$ cat config.mk
export PLATFORM = sky130hd
export DESIGN_NAME = pooling_window_max
export DESIGN_NICKNAME = d
export VERILOG_FILES = /design/src/rtl/pooling_window_max.sv
export SDC_FILE = /design/constraint.sdc
export NUM_CORES = 1
export LEC_CHECK = 0
export ABC_CLOCK_PERIOD_IN_PS = 7000
export CORE_MARGIN = 4
export CORE_UTILIZATION = 50
export DETAILED_ROUTE_END_ITERATION = 7
export GPL_TIMING_DRIVEN = 0
export HOLD_SLACK_MARGIN = 0.1
export PLACE_DENSITY = 0.81
export SETUP_SLACK_MARGIN = 0.05
export SKIP_LAST_GASP = 1
export SLEW_MARGIN = 20
export SYNTH_ARGS = -nofsm -noshare
export SYNTH_HDL_FRONTEND = slang
export SYNTH_SLANG_ARGS = --single-unit
$ cat constraint.sdc
create_clock -name clk -period 7 [get_ports clk]
set_clock_uncertainty 0.05 [all_clocks]
set_input_delay 1.4 -clock clk [delete_from_list [all_inputs] [get_ports clk]]
set_output_delay 1.4 -clock clk [all_outputs]
set_load 0.05 [all_outputs]
$ cat src/rtl/pooling_window_max.sv
// Max pooling of non-overlapping KERNEL_SIZE x KERNEL_SIZE windows over a raster float32 pixel stream.
// Latency: output_valid one cycle after the input_valid of a window's bottom-right pixel.
// Backpressure: none offered; gaps in input_valid stall every counter and register.
// Ports: clk, rst_n, start, data_in/input_valid in; data_out/output_valid with feature_idx,
//        feature_row, feature_col tags, plus busy (frame in progress) and done (frame finished) out.
`ifndef DATA_WIDTH
`define DATA_WIDTH 32
`endif

module pooling_window_max #(
    parameter int KERNEL_SIZE   = 2,
    parameter int INPUT_SIZE    = 6,
    parameter int TOTAL_FEATURE = 4,
    parameter int FEATURE_WIDTH = 2,
    parameter int ROW_WIDTH     = 3
) (
    input  logic                     clk,
    input  logic                     rst_n,
    input  logic                     start,
    input  logic [`DATA_WIDTH-1:0]   data_in,
    input  logic                     input_valid,
    output logic [`DATA_WIDTH-1:0]   data_out,
    output logic                     output_valid,
    output logic [FEATURE_WIDTH-1:0] feature_idx,
    output logic [ROW_WIDTH-1:0]     feature_row,
    output logic [ROW_WIDTH-1:0]     feature_col,
    output logic                     busy,
    output logic                     done
);
    localparam int DW          = `DATA_WIDTH;
    localparam int OUTPUT_SIZE = INPUT_SIZE / KERNEL_SIZE;

    localparam logic [ROW_WIDTH-1:0]     LAST_PIX = ROW_WIDTH'(INPUT_SIZE - 1);
    localparam logic [ROW_WIDTH-1:0]     LAST_K   = ROW_WIDTH'(KERNEL_SIZE - 1);
    localparam logic [ROW_WIDTH-1:0]     OS       = ROW_WIDTH'(OUTPUT_SIZE);
    localparam logic [ROW_WIDTH-1:0]     ONE_R    = ROW_WIDTH'(1);
    localparam logic [FEATURE_WIDTH-1:0] LAST_F   = FEATURE_WIDTH'(TOTAL_FEATURE - 1);
    localparam logic [FEATURE_WIDTH-1:0] ONE_F    = FEATURE_WIDTH'(1);

    typedef enum logic {IDLE = 1'b0, RUN = 1'b1} state_t;

    state_t                   state_q, state_d;
    logic [ROW_WIDTH-1:0]     col_q, col_d, row_q, row_d;
    logic [ROW_WIDTH-1:0]     kx_q, kx_d, ky_q, ky_d;
    logic [ROW_WIDTH-1:0]     gx_q, gx_d, gy_q, gy_d;
    logic [FEATURE_WIDTH-1:0] feat_q, feat_d;
    logic                     done_d;

    logic [DW-1:0]            hmax_q;
    logic [DW-1:0]            lbuf_q [OUTPUT_SIZE];
    logic [DW-1:0]            h, lbuf_sel, win;
    logic                     accept, grp_vld, col_end, emit;

    logic [DW-1:0]            data_out_q;
    logic                     output_valid_q, done_q;
    logic [FEATURE_WIDTH-1:0] feature_idx_q;
    logic [ROW_WIDTH-1:0]     feature_row_q, feature_col_q;

    // Float max on raw bits; a is the stored operand and is kept on ties.
    // Opposite signs: the non-negative one wins (so +0 beats -0).
    // Same sign: compare magnitudes, inverted for negatives.
    function automatic logic [DW-1:0] fmax(input logic [DW-1:0] a, input logic [DW-1:0] b);
        logic b_wins;
        if (a[DW-1] != b[DW-1])
            b_wins = ~b[DW-1];
        else if (!a[DW-1])
            b_wins = (b[DW-2:0] > a[DW-2:0]);
        else
            b_wins = (b[DW-2:0] < a[DW-2:0]);
        return b_wins ? b : a;
    endfunction

    assign accept  = (state_q == RUN) && input_valid;
    // Tail columns/rows leave gx/gy parked at OUTPUT_SIZE, which masks all updates.
    assign grp_vld = (gx_q < OS) && (gy_q < OS);
    // First pixel of a horizontal group bypasses the stale hmax (also makes K=1 work).
    assign h       = (kx_q == '0) ? data_in : fmax(hmax_q, data_in);
    assign win     = (ky_q == '0) ? h : fmax(lbuf_sel, h);
    assign col_end = accept && (kx_q == LAST_K) && grp_vld;
    assign emit    = col_end && (ky_q == LAST_K);

    always_comb begin
        lbuf_sel = '0;
        for (int i = 0; i < OUTPUT_SIZE; i++)
            if (gx_q == ROW_WIDTH'(i)) lbuf_sel = lbuf_q[i];
    end

    // Next state and raster counters.
    always_comb begin
        state_d = state_q;
        col_d   = col_q;
        row_d   = row_q;
        feat_d  = feat_q;
        kx_d    = kx_q;
        ky_d    = ky_q;
        gx_d    = gx_q;
        gy_d    = gy_q;
        done_d  = 1'b0;
        case (state_q)
            IDLE: begin
                if (start) begin
                    state_d = RUN;
                    col_d   = '0;
                    row_d   = '0;
                    feat_d  = '0;
                    kx_d    = '0;
                    ky_d    = '0;
                    gx_d    = '0;
                    gy_d    = '0;
                end
            end
            RUN: begin
                if (input_valid) begin
                    if (col_q == LAST_PIX) begin
                        col_d = '0;
                        kx_d  = '0;
                        gx_d  = '0;
                        if (row_q == LAST_PIX) begin
                            row_d  = '0;
                            ky_d   = '0;
                            gy_d   = '0;
                            feat_d = feat_q + ONE_F;
                            if (feat_q == LAST_F) begin
                                feat_d  = '0;
                                state_d = IDLE;
                                done_d  = 1'b1;
                            end
                        end else begin
                            row_d = row_q + ONE_R;
                            if (ky_q == LAST_K) begin
                                ky_d = '0;
                                if (gy_q < OS) gy_d = gy_q + ONE_R;
                            end else begin
                                ky_d = ky_q + ONE_R;
                            end
                        end
                    end else begin
                        col_d = col_q + ONE_R;
                        if (kx_q == LAST_K) begin
                            kx_d = '0;
                            if (gx_q < OS) gx_d = gx_q + ONE_R;
                        end else begin
                            kx_d = kx_q + ONE_R;
                        end
                    end
                end
            end
            default: state_d = IDLE;
        endcase
    end

    always_ff @(posedge clk or negedge rst_n) begin
        if (!rst_n) begin
            state_q        <= IDLE;
            col_q          <= '0;
            row_q          <= '0;
            feat_q         <= '0;
            kx_q           <= '0;
            ky_q           <= '0;
            gx_q           <= '0;
            gy_q           <= '0;
            hmax_q         <= '0;
            done_q         <= 1'b0;
            output_valid_q <= 1'b0;
            data_out_q     <= '0;
            feature_idx_q  <= '0;
            feature_row_q  <= '0;
            feature_col_q  <= '0;
        end else begin
            state_q        <= state_d;
            col_q          <= col_d;
            row_q          <= row_d;
            feat_q         <= feat_d;
            kx_q           <= kx_d;
            ky_q           <= ky_d;
            gx_q           <= gx_d;
            gy_q           <= gy_d;
            done_q         <= done_d;
            output_valid_q <= emit;
            if (accept) hmax_q <= h;
            if (emit) begin
                data_out_q    <= win;
                feature_idx_q <= feat_q;
                feature_row_q <= gy_q;
                feature_col_q <= gx_q;
            end
        end
    end

    // Line buffer of partial vertical maxima, one entry per pooled column.
    always_ff @(posedge clk or negedge rst_n) begin
        if (!rst_n) begin
            for (int i = 0; i < OUTPUT_SIZE; i++) lbuf_q[i] <= '0;
        end else if (col_end) begin
            for (int i = 0; i < OUTPUT_SIZE; i++)
                if (gx_q == ROW_WIDTH'(i)) lbuf_q[i] <= win;
        end
    end

    assign data_out     = data_out_q;
    assign output_valid = output_valid_q;
    assign feature_idx  = feature_idx_q;
    assign feature_row  = feature_row_q;
    assign feature_col  = feature_col_q;
    assign busy         = (state_q == RUN);
    assign done         = done_q;

endmodule

==> flow_summary.toml <==
[status]
outcome = "finished, final reports clean"

[setup_path]
r2r_setup_slack_ns = 1.29
r2r-end = "lbuf_q[10]"
reg2reg_from = "hmax_q[22]"
endpoint = "lbuf_q[10]"
critPathKind = "primary input to flop"
worstPathArrival_ns = 7.08
critical_path.max_fanout = 10
worstPathRequired_ns = 7.31
cp-end-kind = "flop"
ff2ff_path_depth = 22
start_kind = "primary input"
startpoint = "data_in[20]"

[timing]
setup_violations = 0
hold_violations = 0
rsz0062_at_grt = "yes"
fmaxAchievable_ghz = 0.148
period_share_pct = 96.8
hold-worst-slack_ns = 0.425
finalSetupTns_ns = 0
period_needed_ns = 6.78
drv_slew = 0
worst_slew_pin_slew_ns = 0.993
slew-limit-headroom_pct = 33.6

[grt]
overflow = 0
grt_pass1_vias = 9601
antenna_found_initial = 0
gr-usage-all-layers_pct = 27.0
grt_max_degree = 98
grt_pass1_wl_mm = 50.7

[die]
ioPinCount = 79
dieArea_sq_um = 23700
dieHeight_microns = 154
die_x_microns = 154
start_util_pct = 50.7
num_rows = 53
core-area_sq_um = 21000

[power_and_ir_drop]
power_switching_mw = 3.00
leakage_nw = 5.85
power.internal_mw = 3.32
vdd_ir_drop_max_v = 0.000262
pwr-share-comb_pct = 56.0
swShare_pct = 47.4
seqPwrFrac_pct = 27.3
powerDensity_nw_per_um2 = 499
clkPwrFrac_pct = 16.7

[cts]
worstSkewPairLatency_ns = 0.45
cts_tree = "done"
clockBufferDepth = 2
clock_sinks = 191
clockRootBuffer = "clkbuf_16"
cts_max_level = 4
path_clk_slew_ns = 0.07
cts_buffers = 17
holdBufCountCts = 0

[synthesis]
synth.area.top_cells = "dfrtp_1 (45%), ha_1 (8.1%), mux2_2 (6.2%), a21oi_1 (4.7%), nand2_1 (3.6%)"
synth_top_cell_by_area = "dfrtp_1"
synth_top_area_share_pct = 44.9
synth.avg_cell_area_sq_um = 9.29
synth_edf_count = 0
synth_cells = 1145
ys_warn_count = 0
synth.net_count = 1250
synth_seq_area_share_pct = 44.9
ys_types = 55
synthFlopType = "dfrtp_1"
synth_area_sq_um = 10600
synthArstFlopShare_pct = 100
ys_seq_elements = 191

[cells_and_area]
final_common_cell = "dfrtp_1"
antenna_cells = 0
final_layout_size_suffix_gt1_share_pct = 12.4
utilization_pct = 60.5
final_cell_mix = "dfrtp_1 (191), nand2_1 (102), a21oi_1 (99)"
syn_to_final_growth_pct = 19.2
final_cells = 1537
fin_nets = 1354

[place]
place.detailed.hpwl_mm = 22.9
place_congestion = 1.00
io_buffers = 78
place_inst = 1499

[detailed_routing]
drt-wirelength-per-cell_microns = 21.1
drtIter0Drc = 1206
ant_nets = 0
drc = 0
vias = 9629
routed_wl_mm = 32.4
first_pass_iters = 6
routed_via_density = 6.26

[hold_path]
hp-class = "flop to flop"

[flow_run]
maxCapViolations = 0
registers in the layout (all words and copies together) (netlist names):
| signal | count |
|---|---|
| kx_q | 3 |
| col_q | 3 |
| done | 1 |
| feature_row | 3 |
| feat_q | 2 |
| gy_q | 3 |
| feature_idx | 2 |
| hmax_q | 32 |
| row_q | 3 |
| feature_col | 3 |
| busy | 1 |
| gx_q | 3 |
| lbuf_q | 96 |
| data_out | 32 |
| output_valid | 1 |
| ky_q | 3 |
per-stage QoR:
step           total power [mW]  setup slack, ns  area (sq um)
2_1_floorplan              3.91             1.40         10600
3_3_place_gp               4.90            -3.62         11800
3_5_place_dp               4.98           -0.632         11800
4_1_cts                    6.10           0.0991         12500
5_1_grt                    6.70          -0.0627         12700
6_report                   6.32            0.224         12700
Yosys cell counts, drive strengths merged (6+ instances only):
master	count
a22o	6
a22oi	46
nand3b	6
ha	69
o211ai	19
nor2	81
dfrtp	191
nor3	7
a21oi	100
mux2i	11
inv	81
o21ai	85
nand2	103
clkbuf	41
and2	25
a21o	8
mux2	59
a21boi	20
buf	30
nand3	48
nand4	13
a31oi	54
power by group through the flow:
stage	registers, mW	logic (mW)	clock network (mW)
after global placement	1.71	3.19	0
after global routing	1.77	3.83	1.11
after floorplan	1.93	1.98	0
after CTS	1.71	3.33	1.06
after detailed placement	1.72	3.26	0
final	1.72	3.54	1.06
per-layer routing:
| metal | global-route usage [%] | up-vias | part of all wire, % |
|---|---|---|---|
| met2 | 43.0 | 545 | 46 |
| li1 | - | 4313 | - |
| met3 | 5.18 | 138 | 8.7 |
| met4 | 14.3 | 0 | 5.6 |
| met5 | 0 | - | 0 |
| met1 | 35.2 | 4633 | 39 |
worst min path at each step:
stage | to | slack, ns | cells past startpoint | startpoint
after floorplan | lbuf_q[63] | 0.40 | 2 | lbuf_q[63]
after global placement | feature_idx[1] | 0.41 | 2 | feature_idx[1]
after detailed placement | feature_idx[1] | 0.41 | 2 | feature_idx[1]
after CTS | feature_idx[1] | 0.43 | 2 | feature_idx[1]
after global routing | feature_idx[1] | 0.46 | 2 | feature_idx[1]
final | feature_idx[1] | 0.42 | 2 | feature_idx[1]
area by class of cell:
cell class / count / area (sq um)
fill: 1783 / 8280
multi-input combinational: 802 / 5440
sequential: 191 / 4780
timing repair buffer: 85 / 858
clock buffer: 20 / 467
tap: 275 / 344
buffer: 71 / 317
inverter: 81 / 304
clock inverter: 12 / 166
timing repair:
item | in CTS | in global routing
endpoints found under the setup margin | 99 | 124
resized for setup | 11 | 34
setup buffers | 0 | 5
pin swaps | 0 | 2
cloned | 0 | 1
cells by family (layout without fill, tap and decap cells):
| logic type | count (synthesis) | in the layout | synth area share (%) |
|---|---|---|---|
| XOR/XNOR | 1 | 1 | 0.0824 |
| AO/OA/AOI/OAI | 360 | 360 | 20.8 |
| AND/OR/NAND/NOR | 302 | 302 | 13.0 |
| buffers and inverters | 152 | 269 | 5.66 |
| adder cells (fa/ha/maj) | 69 | 69 | 8.12 |
| multiplexers | 70 | 70 | 7.35 |
| flip-flops | 191 | 191 | 44.9 |
critical path, stage by stage:
cell and delay [ns]:
clkdlybuf4s50_1 0.52, ha_1 0.37, a21oi_1 0.15, o21ai_1 0.13, a221o_1 0.40, nor3_2 0.30, o31ai_2 0.15, nor2_2 0.25
clkbuf_8 0.27, mux2i_4 0.38, inv_1 0.09, ha_1 0.32, nand4_1 0.24, nor4_4 0.43, a21boi_0 0.22, a2bb2oi_1 0.22
and2_1 0.14, buf_2 0.18, buf_2 0.28, clkbuf_4 0.30, a21oi_1 0.10, a31oi_1 0.22
(Power assumes the default switching activity.)
